### src/rtl/sram_req_arbiter_if.sv
// SRAM-like request/response port: one address phase (req/addr_ok) and one
// in-order response phase (data_ok/rdata). The master side issues requests.
interface sram_req_arbiter_if;
    logic        req;
    logic        wr;
    logic [1:0]  size;
    logic [31:0] addr;
    logic [3:0]  wstrb;
    logic [31:0] wdata;
    logic        addr_ok;
    logic        data_ok;
    logic [31:0] rdata;

    modport master (
        output req, wr, size, addr, wstrb, wdata,
        input  addr_ok, data_ok, rdata
    );

    modport slave (
        input  req, wr, size, addr, wstrb, wdata,
        output addr_ok, data_ok, rdata
    );
endinterface

### src/rtl/sram_req_arbiter.sv
// Two-to-one SRAM-like port arbiter: the instruction-fetch and data requesters
// share one downstream port. Data wins address-phase ties, and a grant stays
// frozen until addr_ok. An in-order ID FIFO sends each response back to the
// requester that issued it.
module sram_req_arbiter #(
    parameter int DEPTH = 2
) (
    input  logic                     clk,
    input  logic                     resetn,
    sram_req_arbiter_if.slave        inst_if,
    sram_req_arbiter_if.slave        data_if,
    sram_req_arbiter_if.master       m_if,
    output logic                     idle
);

    localparam int PTR_W = $clog2(DEPTH);
    localparam int CNT_W = $clog2(DEPTH + 1);

    // Grant lock: free, frozen on fetch, or frozen on data.
    typedef enum logic [1:0] {
        ST_FREE      = 2'd0,
        ST_LOCK_INST = 2'd1,
        ST_LOCK_DATA = 2'd2
    } state_e;

    state_e             state_r;
    state_e             state_nxt_s;

    logic [DEPTH-1:0]   fifo_r;      // requester ID per outstanding transaction
    logic [PTR_W-1:0]   wr_ptr_r;
    logic [PTR_W-1:0]   rd_ptr_r;
    logic [CNT_W-1:0]   count_r;
    logic [CNT_W-1:0]   count_nxt_s;
    logic               full_r;

    logic               lock_s;
    logic               lock_id_s;
    logic               sel_s;       // 0 = inst, 1 = data
    logic               m_req_s;
    logic               push_s;
    logic               pop_s;
    logic               head_s;
    logic               empty_s;

    // Decode the lock state into the lock flag and the locked requester.
    always_comb begin
        lock_s    = 1'b0;
        lock_id_s = 1'b0;
        case (state_r)
            ST_FREE: begin
                lock_s    = 1'b0;
                lock_id_s = 1'b0;
            end
            ST_LOCK_INST: begin
                lock_s    = 1'b1;
                lock_id_s = 1'b0;
            end
            ST_LOCK_DATA: begin
                lock_s    = 1'b1;
                lock_id_s = 1'b1;
            end
            default: begin
                lock_s    = 1'b0;
                lock_id_s = 1'b0;
            end
        endcase
    end

    // Requester selection and the handshake events. A held lock overrides
    // the data-first tie rule. Handshakes are masked while reset is asserted,
    // so no addr_ok/data_ok escapes during reset.
    always_comb begin
        sel_s   = 1'b0;
        m_req_s = 1'b0;
        push_s  = 1'b0;
        pop_s   = 1'b0;
        empty_s = (count_r == {CNT_W{1'b0}});
        head_s  = fifo_r[rd_ptr_r];
        if (lock_s) begin
            sel_s = lock_id_s;
        end else begin
            sel_s = data_if.req;
        end
        m_req_s = ~full_r & (lock_s | inst_if.req | data_if.req);
        push_s  = resetn & m_req_s & m_if.addr_ok;
        pop_s   = resetn & m_if.data_ok & ~empty_s;
    end

    // Lock state register.
    always_ff @(posedge clk or negedge resetn) begin
        if (!resetn) begin
            state_r <= ST_FREE;
        end else begin
            state_r <= state_nxt_s;
        end
    end

    // Next lock state. Acceptance releases the lock, and an unaccepted request
    // freezes the grant on the current selection.
    always_comb begin
        state_nxt_s = state_r;
        if (push_s) begin
            state_nxt_s = ST_FREE;
        end else if (m_req_s) begin
            if (sel_s) begin
                state_nxt_s = ST_LOCK_DATA;
            end else begin
                state_nxt_s = ST_LOCK_INST;
            end
        end else begin
            state_nxt_s = state_r;
        end
    end

    // Occupancy after this cycle's push/pop. A simultaneous push and pop
    // leave the count unchanged.
    always_comb begin
        count_nxt_s = count_r;
        case ({push_s, pop_s})
            2'b10:   count_nxt_s = count_r + CNT_W'(1);
            2'b01:   count_nxt_s = count_r - CNT_W'(1);
            default: count_nxt_s = count_r;
        endcase
    end

    // ID FIFO storage, pointers, count and the registered full flag. Because
    // full is registered, a pop frees a slot for the next cycle only.
    always_ff @(posedge clk or negedge resetn) begin
        if (!resetn) begin
            fifo_r   <= {DEPTH{1'b0}};
            wr_ptr_r <= {PTR_W{1'b0}};
            rd_ptr_r <= {PTR_W{1'b0}};
            count_r  <= {CNT_W{1'b0}};
            full_r   <= 1'b0;
        end else begin
            if (push_s) begin
                fifo_r[wr_ptr_r] <= sel_s;
                wr_ptr_r         <= wr_ptr_r + PTR_W'(1);
            end
            if (pop_s) begin
                rd_ptr_r <= rd_ptr_r + PTR_W'(1);
            end
            count_r <= count_nxt_s;
            full_r  <= (count_nxt_s == CNT_W'(DEPTH));
        end
    end

    // Downstream fields follow the selection even when no request is
    // presented. Responses are steered by the FIFO head, and read data passes
    // straight through.
    always_comb begin
        m_if.req   = m_req_s;
        m_if.wr    = 1'b0;
        m_if.size  = 2'b00;
        m_if.addr  = 32'h0000_0000;
        m_if.wstrb = 4'h0;
        m_if.wdata = 32'h0000_0000;
        if (sel_s) begin
            m_if.wr    = data_if.wr;
            m_if.size  = data_if.size;
            m_if.addr  = data_if.addr;
            m_if.wstrb = data_if.wstrb;
            m_if.wdata = data_if.wdata;
        end else begin
            m_if.wr    = inst_if.wr;
            m_if.size  = inst_if.size;
            m_if.addr  = inst_if.addr;
            m_if.wstrb = inst_if.wstrb;
            m_if.wdata = inst_if.wdata;
        end
        inst_if.addr_ok = push_s & ~sel_s;
        data_if.addr_ok = push_s & sel_s;
        inst_if.data_ok = pop_s & ~head_s;
        data_if.data_ok = pop_s & head_s;
        inst_if.rdata   = m_if.rdata;
        data_if.rdata   = m_if.rdata;
        idle            = ~lock_s & empty_s;
    end

endmodule

### src/flat_wrapper.sv
// flat-port wrapper written by rule: the top's interface ports become plain ports
module sram_req_arbiter_flat 
#(
    parameter int DEPTH = 2
)
  (clk, resetn, idle, inst_if_req, inst_if_wr, inst_if_size, inst_if_addr, inst_if_wstrb, inst_if_wdata, inst_if_addr_ok, inst_if_data_ok, inst_if_rdata, data_if_req, data_if_wr, data_if_size, data_if_addr, data_if_wstrb, data_if_wdata, data_if_addr_ok, data_if_data_ok, data_if_rdata, m_if_req, m_if_wr, m_if_size, m_if_addr, m_if_wstrb, m_if_wdata, m_if_addr_ok, m_if_data_ok, m_if_rdata);
  sram_req_arbiter_if inst_if_i ();
  sram_req_arbiter_if data_if_i ();
  sram_req_arbiter_if m_if_i ();
  input  logic clk;
  input  logic resetn;
  output logic idle;
  input wire logic [$bits(inst_if_i.req)-1:0] inst_if_req;
  input wire logic [$bits(inst_if_i.wr)-1:0] inst_if_wr;
  input wire logic [$bits(inst_if_i.size)-1:0] inst_if_size;
  input wire logic [$bits(inst_if_i.addr)-1:0] inst_if_addr;
  input wire logic [$bits(inst_if_i.wstrb)-1:0] inst_if_wstrb;
  input wire logic [$bits(inst_if_i.wdata)-1:0] inst_if_wdata;
  output wire logic [$bits(inst_if_i.addr_ok)-1:0] inst_if_addr_ok;
  output wire logic [$bits(inst_if_i.data_ok)-1:0] inst_if_data_ok;
  output wire logic [$bits(inst_if_i.rdata)-1:0] inst_if_rdata;
  input wire logic [$bits(data_if_i.req)-1:0] data_if_req;
  input wire logic [$bits(data_if_i.wr)-1:0] data_if_wr;
  input wire logic [$bits(data_if_i.size)-1:0] data_if_size;
  input wire logic [$bits(data_if_i.addr)-1:0] data_if_addr;
  input wire logic [$bits(data_if_i.wstrb)-1:0] data_if_wstrb;
  input wire logic [$bits(data_if_i.wdata)-1:0] data_if_wdata;
  output wire logic [$bits(data_if_i.addr_ok)-1:0] data_if_addr_ok;
  output wire logic [$bits(data_if_i.data_ok)-1:0] data_if_data_ok;
  output wire logic [$bits(data_if_i.rdata)-1:0] data_if_rdata;
  output wire logic [$bits(m_if_i.req)-1:0] m_if_req;
  output wire logic [$bits(m_if_i.wr)-1:0] m_if_wr;
  output wire logic [$bits(m_if_i.size)-1:0] m_if_size;
  output wire logic [$bits(m_if_i.addr)-1:0] m_if_addr;
  output wire logic [$bits(m_if_i.wstrb)-1:0] m_if_wstrb;
  output wire logic [$bits(m_if_i.wdata)-1:0] m_if_wdata;
  input wire logic [$bits(m_if_i.addr_ok)-1:0] m_if_addr_ok;
  input wire logic [$bits(m_if_i.data_ok)-1:0] m_if_data_ok;
  input wire logic [$bits(m_if_i.rdata)-1:0] m_if_rdata;
  assign inst_if_i.req = inst_if_req;
  assign inst_if_i.wr = inst_if_wr;
  assign inst_if_i.size = inst_if_size;
  assign inst_if_i.addr = inst_if_addr;
  assign inst_if_i.wstrb = inst_if_wstrb;
  assign inst_if_i.wdata = inst_if_wdata;
  assign inst_if_addr_ok = inst_if_i.addr_ok;
  assign inst_if_data_ok = inst_if_i.data_ok;
  assign inst_if_rdata = inst_if_i.rdata;
  assign data_if_i.req = data_if_req;
  assign data_if_i.wr = data_if_wr;
  assign data_if_i.size = data_if_size;
  assign data_if_i.addr = data_if_addr;
  assign data_if_i.wstrb = data_if_wstrb;
  assign data_if_i.wdata = data_if_wdata;
  assign data_if_addr_ok = data_if_i.addr_ok;
  assign data_if_data_ok = data_if_i.data_ok;
  assign data_if_rdata = data_if_i.rdata;
  assign m_if_req = m_if_i.req;
  assign m_if_wr = m_if_i.wr;
  assign m_if_size = m_if_i.size;
  assign m_if_addr = m_if_i.addr;
  assign m_if_wstrb = m_if_i.wstrb;
  assign m_if_wdata = m_if_i.wdata;
  assign m_if_i.addr_ok = m_if_addr_ok;
  assign m_if_i.data_ok = m_if_data_ok;
  assign m_if_i.rdata = m_if_rdata;
  sram_req_arbiter #(.DEPTH(DEPTH)) u_core (.clk(clk), .resetn(resetn), .inst_if(inst_if_i), .data_if(data_if_i), .m_if(m_if_i), .idle(idle));
endmodule
### config.mk
export PLATFORM = sky130hd
export DESIGN_NAME = sram_req_arbiter_flat
export DESIGN_NICKNAME = d
export VERILOG_FILES = /design/src/rtl/sram_req_arbiter_if.sv /design/src/rtl/sram_req_arbiter.sv /design/src/flat_wrapper.sv
export SDC_FILE = /design/constraint.sdc
export NUM_CORES = 1
export LEC_CHECK = 0
export CORE_AREA = 10 10 115 117
export CTS_BUF_LIST = sky130_fd_sc_hd__clkbuf_2
export DETAILED_ROUTE_END_ITERATION = 16
export DIE_AREA = 0 0 125 127
export PLACE_DENSITY_LB_ADDON = 0.25
export SKIP_LAST_GASP = 1
export SYNTH_ARGS = -nofsm -noshare
export SYNTH_HDL_FRONTEND = slang
export SYNTH_SLANG_ARGS = --single-unit
### constraint.sdc
create_clock -name clk -period 2.4 [get_ports clk]
set_clock_uncertainty 0.1 [all_clocks]
set_input_delay 0.48 -clock clk [delete_from_list [all_inputs] [get_ports clk]]
set_output_delay 0.48 -clock clk [all_outputs]
set_load 0.01 [all_outputs]
==> metrics.cfg <==
[finish]
fin_nets = 708
nFillCells = 1181
drive_above_1_share_pct = 33.52
diodes = 0
area_growth_pct = 136.1

[synth]
synthTopCellsByCount = nand2_1, buf_4, buf_2
synth_area_um2 = 1861
synth_ff_type = dfrtp_1
ys_top_cells_by_area = nand2_1, buf_4, dfrtp_1
synth_seq_cells = 9
syn_nets = 521
ys_types = 25
yosysSeqAreaShare_pct = 12.10
yosys_warnings = 0
synth-edff-count = 0
yosysTopAreaCellShare_pct = 43.58
synth_top_area_cell = nand2_1
ys_async_sr_fraction_pct = 100.0
synth_most_common_cell = nand2_1
syn_avg_cell_area_um2 = 5.488
synth_cells = 339

[critical_path]
reg2reg_depth = 9
regToRegSetupSlack_ns = 0.21
endpoint = m_if_addr[5]
critical_path_required_ns = 1.82
end_kind = output port
r2r-start = u_core.state_r[0]
r2r-end = u_core.count_r[1]
critPathKind = register to output port
worst_path_dominant_cell_family = buffers and inverters
critical-path-slowest-cell = dfrtp_1
cp_max_fo = 7
cp-start-kind = register
cp.arrival_ns = 1.91
crit_path_start = u_core.state_r[1]
crit_chain = ha_4 > mux2i_4 > buf_12 > buf_12 > clkbuf_16 > nand2_1 > nand2_1 > buf_2
max_stage_delay_ns = 0.41
cp.depth = 8
crit_buf_inv = 4

[hold_path]
hold_class = register to register
hp-start = u_core.rd_ptr_r

[sta]
setup_violations = 42
fin_tns_setup_ns = -1.540
maxSlewHeadroom_pct = 82.13
drv_slew = 0
tightest_slew_ns = 0.2669
rsz0062_at_grt = true
post-route-min-period_ns = 2.491
layout_worst_path_cycle_share_pct = 103.8
hold_viol_final = 0
fmax_mhz = 401.5
fin_ws_ns = -0.09069

[placed_design]
hpwl_um = 9659
port_buffers = 224
gp_congestion = 0.8043

[pwr]
power_switching_w = 0.002266
power_w = 0.004917
power_frac_comb_pct = 92.1
p_leak_nw = 2.193
p_per_area_nw_per_um2 = 1119
p_int_w = 0.002651
peakVddDrop_mv = 0.4798
clkPwrFrac_pct = 1.9
swShare_pct = 46.09
p_seq_share_pct = 6.0

[clocking]
cts_sinks = 9
cts_made_buffers = 3
root_buffer = clkbuf_2
clockBufferDepth = 2
clk_latency_ns = 0.24
clkTransAtPathRegs_ns = 0.08
cts_tree = done
htree_levels = 1

[die]
initial_core_util_pct = 16.72
die-height_um = 127
core.rowCount = 39
die_width_um = 125
coreArea_um2 = 11130
io_pins = 321
dieArea_um2 = 15880

[global_route]
grt_usage_pct = 13.31
antenna_found_initial = 0
grt_start_max_net_pins = 27
grt_pass1_vias = 2739
grt_first_pass_wirelength_um = 17030
grt-ovfl-total = 0

[run_status]
violations = negative setup slack
status = complete, but fails checks

[drt]
wl_per_cell_um = 19.41
drt-total-wl_um = 12960
first_iter_violations = 103
final_antenna_net_count = 0
via_per_inst = 4.102
via_count = 2740
drc_errors = 0
drt_pass1_iterations = 4

[run]
max_cap_viol_count = 0

-- cell type report --
cell class	instances	area, um^2	share of cell area (%)
inverter	2	7.507	0.1709
tap	143	178.9	4.073
sequential	9	225.2	5.127
timing repair buffer	262	2641	60.13
multi-input combinational	248	1320	30.05
clock buffer	4	20.02	0.4557
-- power by group through the flow --
stage	Combinational, W	Sequential, W	Clock, W
2_1_floorplan	0.00164	0.000276	0
6_report	0.00453	0.000295	0.0000942
4_1_cts	0.00365	0.000293	0.0000985
3_3_place_gp	0.00356	0.000288	0
3_5_place_dp	0.00356	0.000293	0
5_1_grt	0.00488	0.000306	0.000112
-- cells by family (layout without fill, tap and decap cells) --
logic type      Yosys count  after routing  synth area share, %
compound gates            5              5                1.681
xor+xnor                  6              6                2.824
fa+ha+maj                 2              2                1.345
buf+inv                  83            268                30.67
flops                     9              9                12.11
mux                       6              7                3.430
simple gates            228            228                47.95
-- flip-flops by register name, indices dropped and copies added (netlist names) --
signal,count
u_core.state_r,2
u_core.wr_ptr_r,1
u_core.fifo_r,2
u_core.full_r,1
u_core.rd_ptr_r,1
u_core.count_r,2
-- layout by cell type (no fill, tap or decap), types with 2 or more instances in the layout --
cell type and instances:
buf_6 25, nand2_1 164, buf_4 19, nand2_2 37
buf_2 22, xnor2_1 4, clkbuf_2 26, clkdlybuf4s50_1 146
xor2_1 2, dfrtp_1 9, buf_16 4, dlygate4sd2_1 4
nand2_4 15, nor2_1 4, mux2_4 2, mux2i_1 2
buf_12 6, clkbuf_16 8, clkdlybuf4s15_2 4
-- metal layers --
metal,wire [um],GRT usage [%],part of all wire [%],vias up
met5,0,0,0,-
met4,29,1.084,0.22,0
met3,1489,6.782,11,5
li1,-,-,-,1341
met1,4997,14.33,39,1171
met2,6447,23.79,50,223
-- through the flow --
stage	hold slack [ns]	cell area [um^2]	utilization [%]	worst slack, ns	instances
after floorplan	0.08441	1861	-	0.2152	339
after global placement	0.3803	3894	35.00	-0.5075	640
after detailed placement	0.3840	3894	35.00	-0.5299	640
after CTS	0.3986	4050	36.40	-0.2108	648
after global routing	0.4148	4393	39.48	-0.2159	668
final	0.3959	4393	39.48	-0.09069	668
-- worst min-delay path by stage --
| stage | cells past startpoint | end |
|---|---|---|
| 2_1_floorplan | 0 | u_core.count_r[0] |
| 3_3_place_gp | 1 | u_core.fifo_r[0] |
| 3_5_place_dp | 1 | u_core.rd_ptr_r |
| 4_1_cts | 1 | u_core.rd_ptr_r |
| 5_1_grt | 1 | u_core.rd_ptr_r |
| 6_report | 1 | u_core.rd_ptr_r |
-- repair_timing --
action                     in CTS  in global routing
setup buffers                   1                  8
gates cloned                    3                 12
gates resized for setup       161                220
hold endpoints to repair        0                  0
setup endpoints to repair      78                 76
pin swaps                       1                 38
hold buffers                    0                  0
Note: power is estimated with default switching activity, not from simulation.
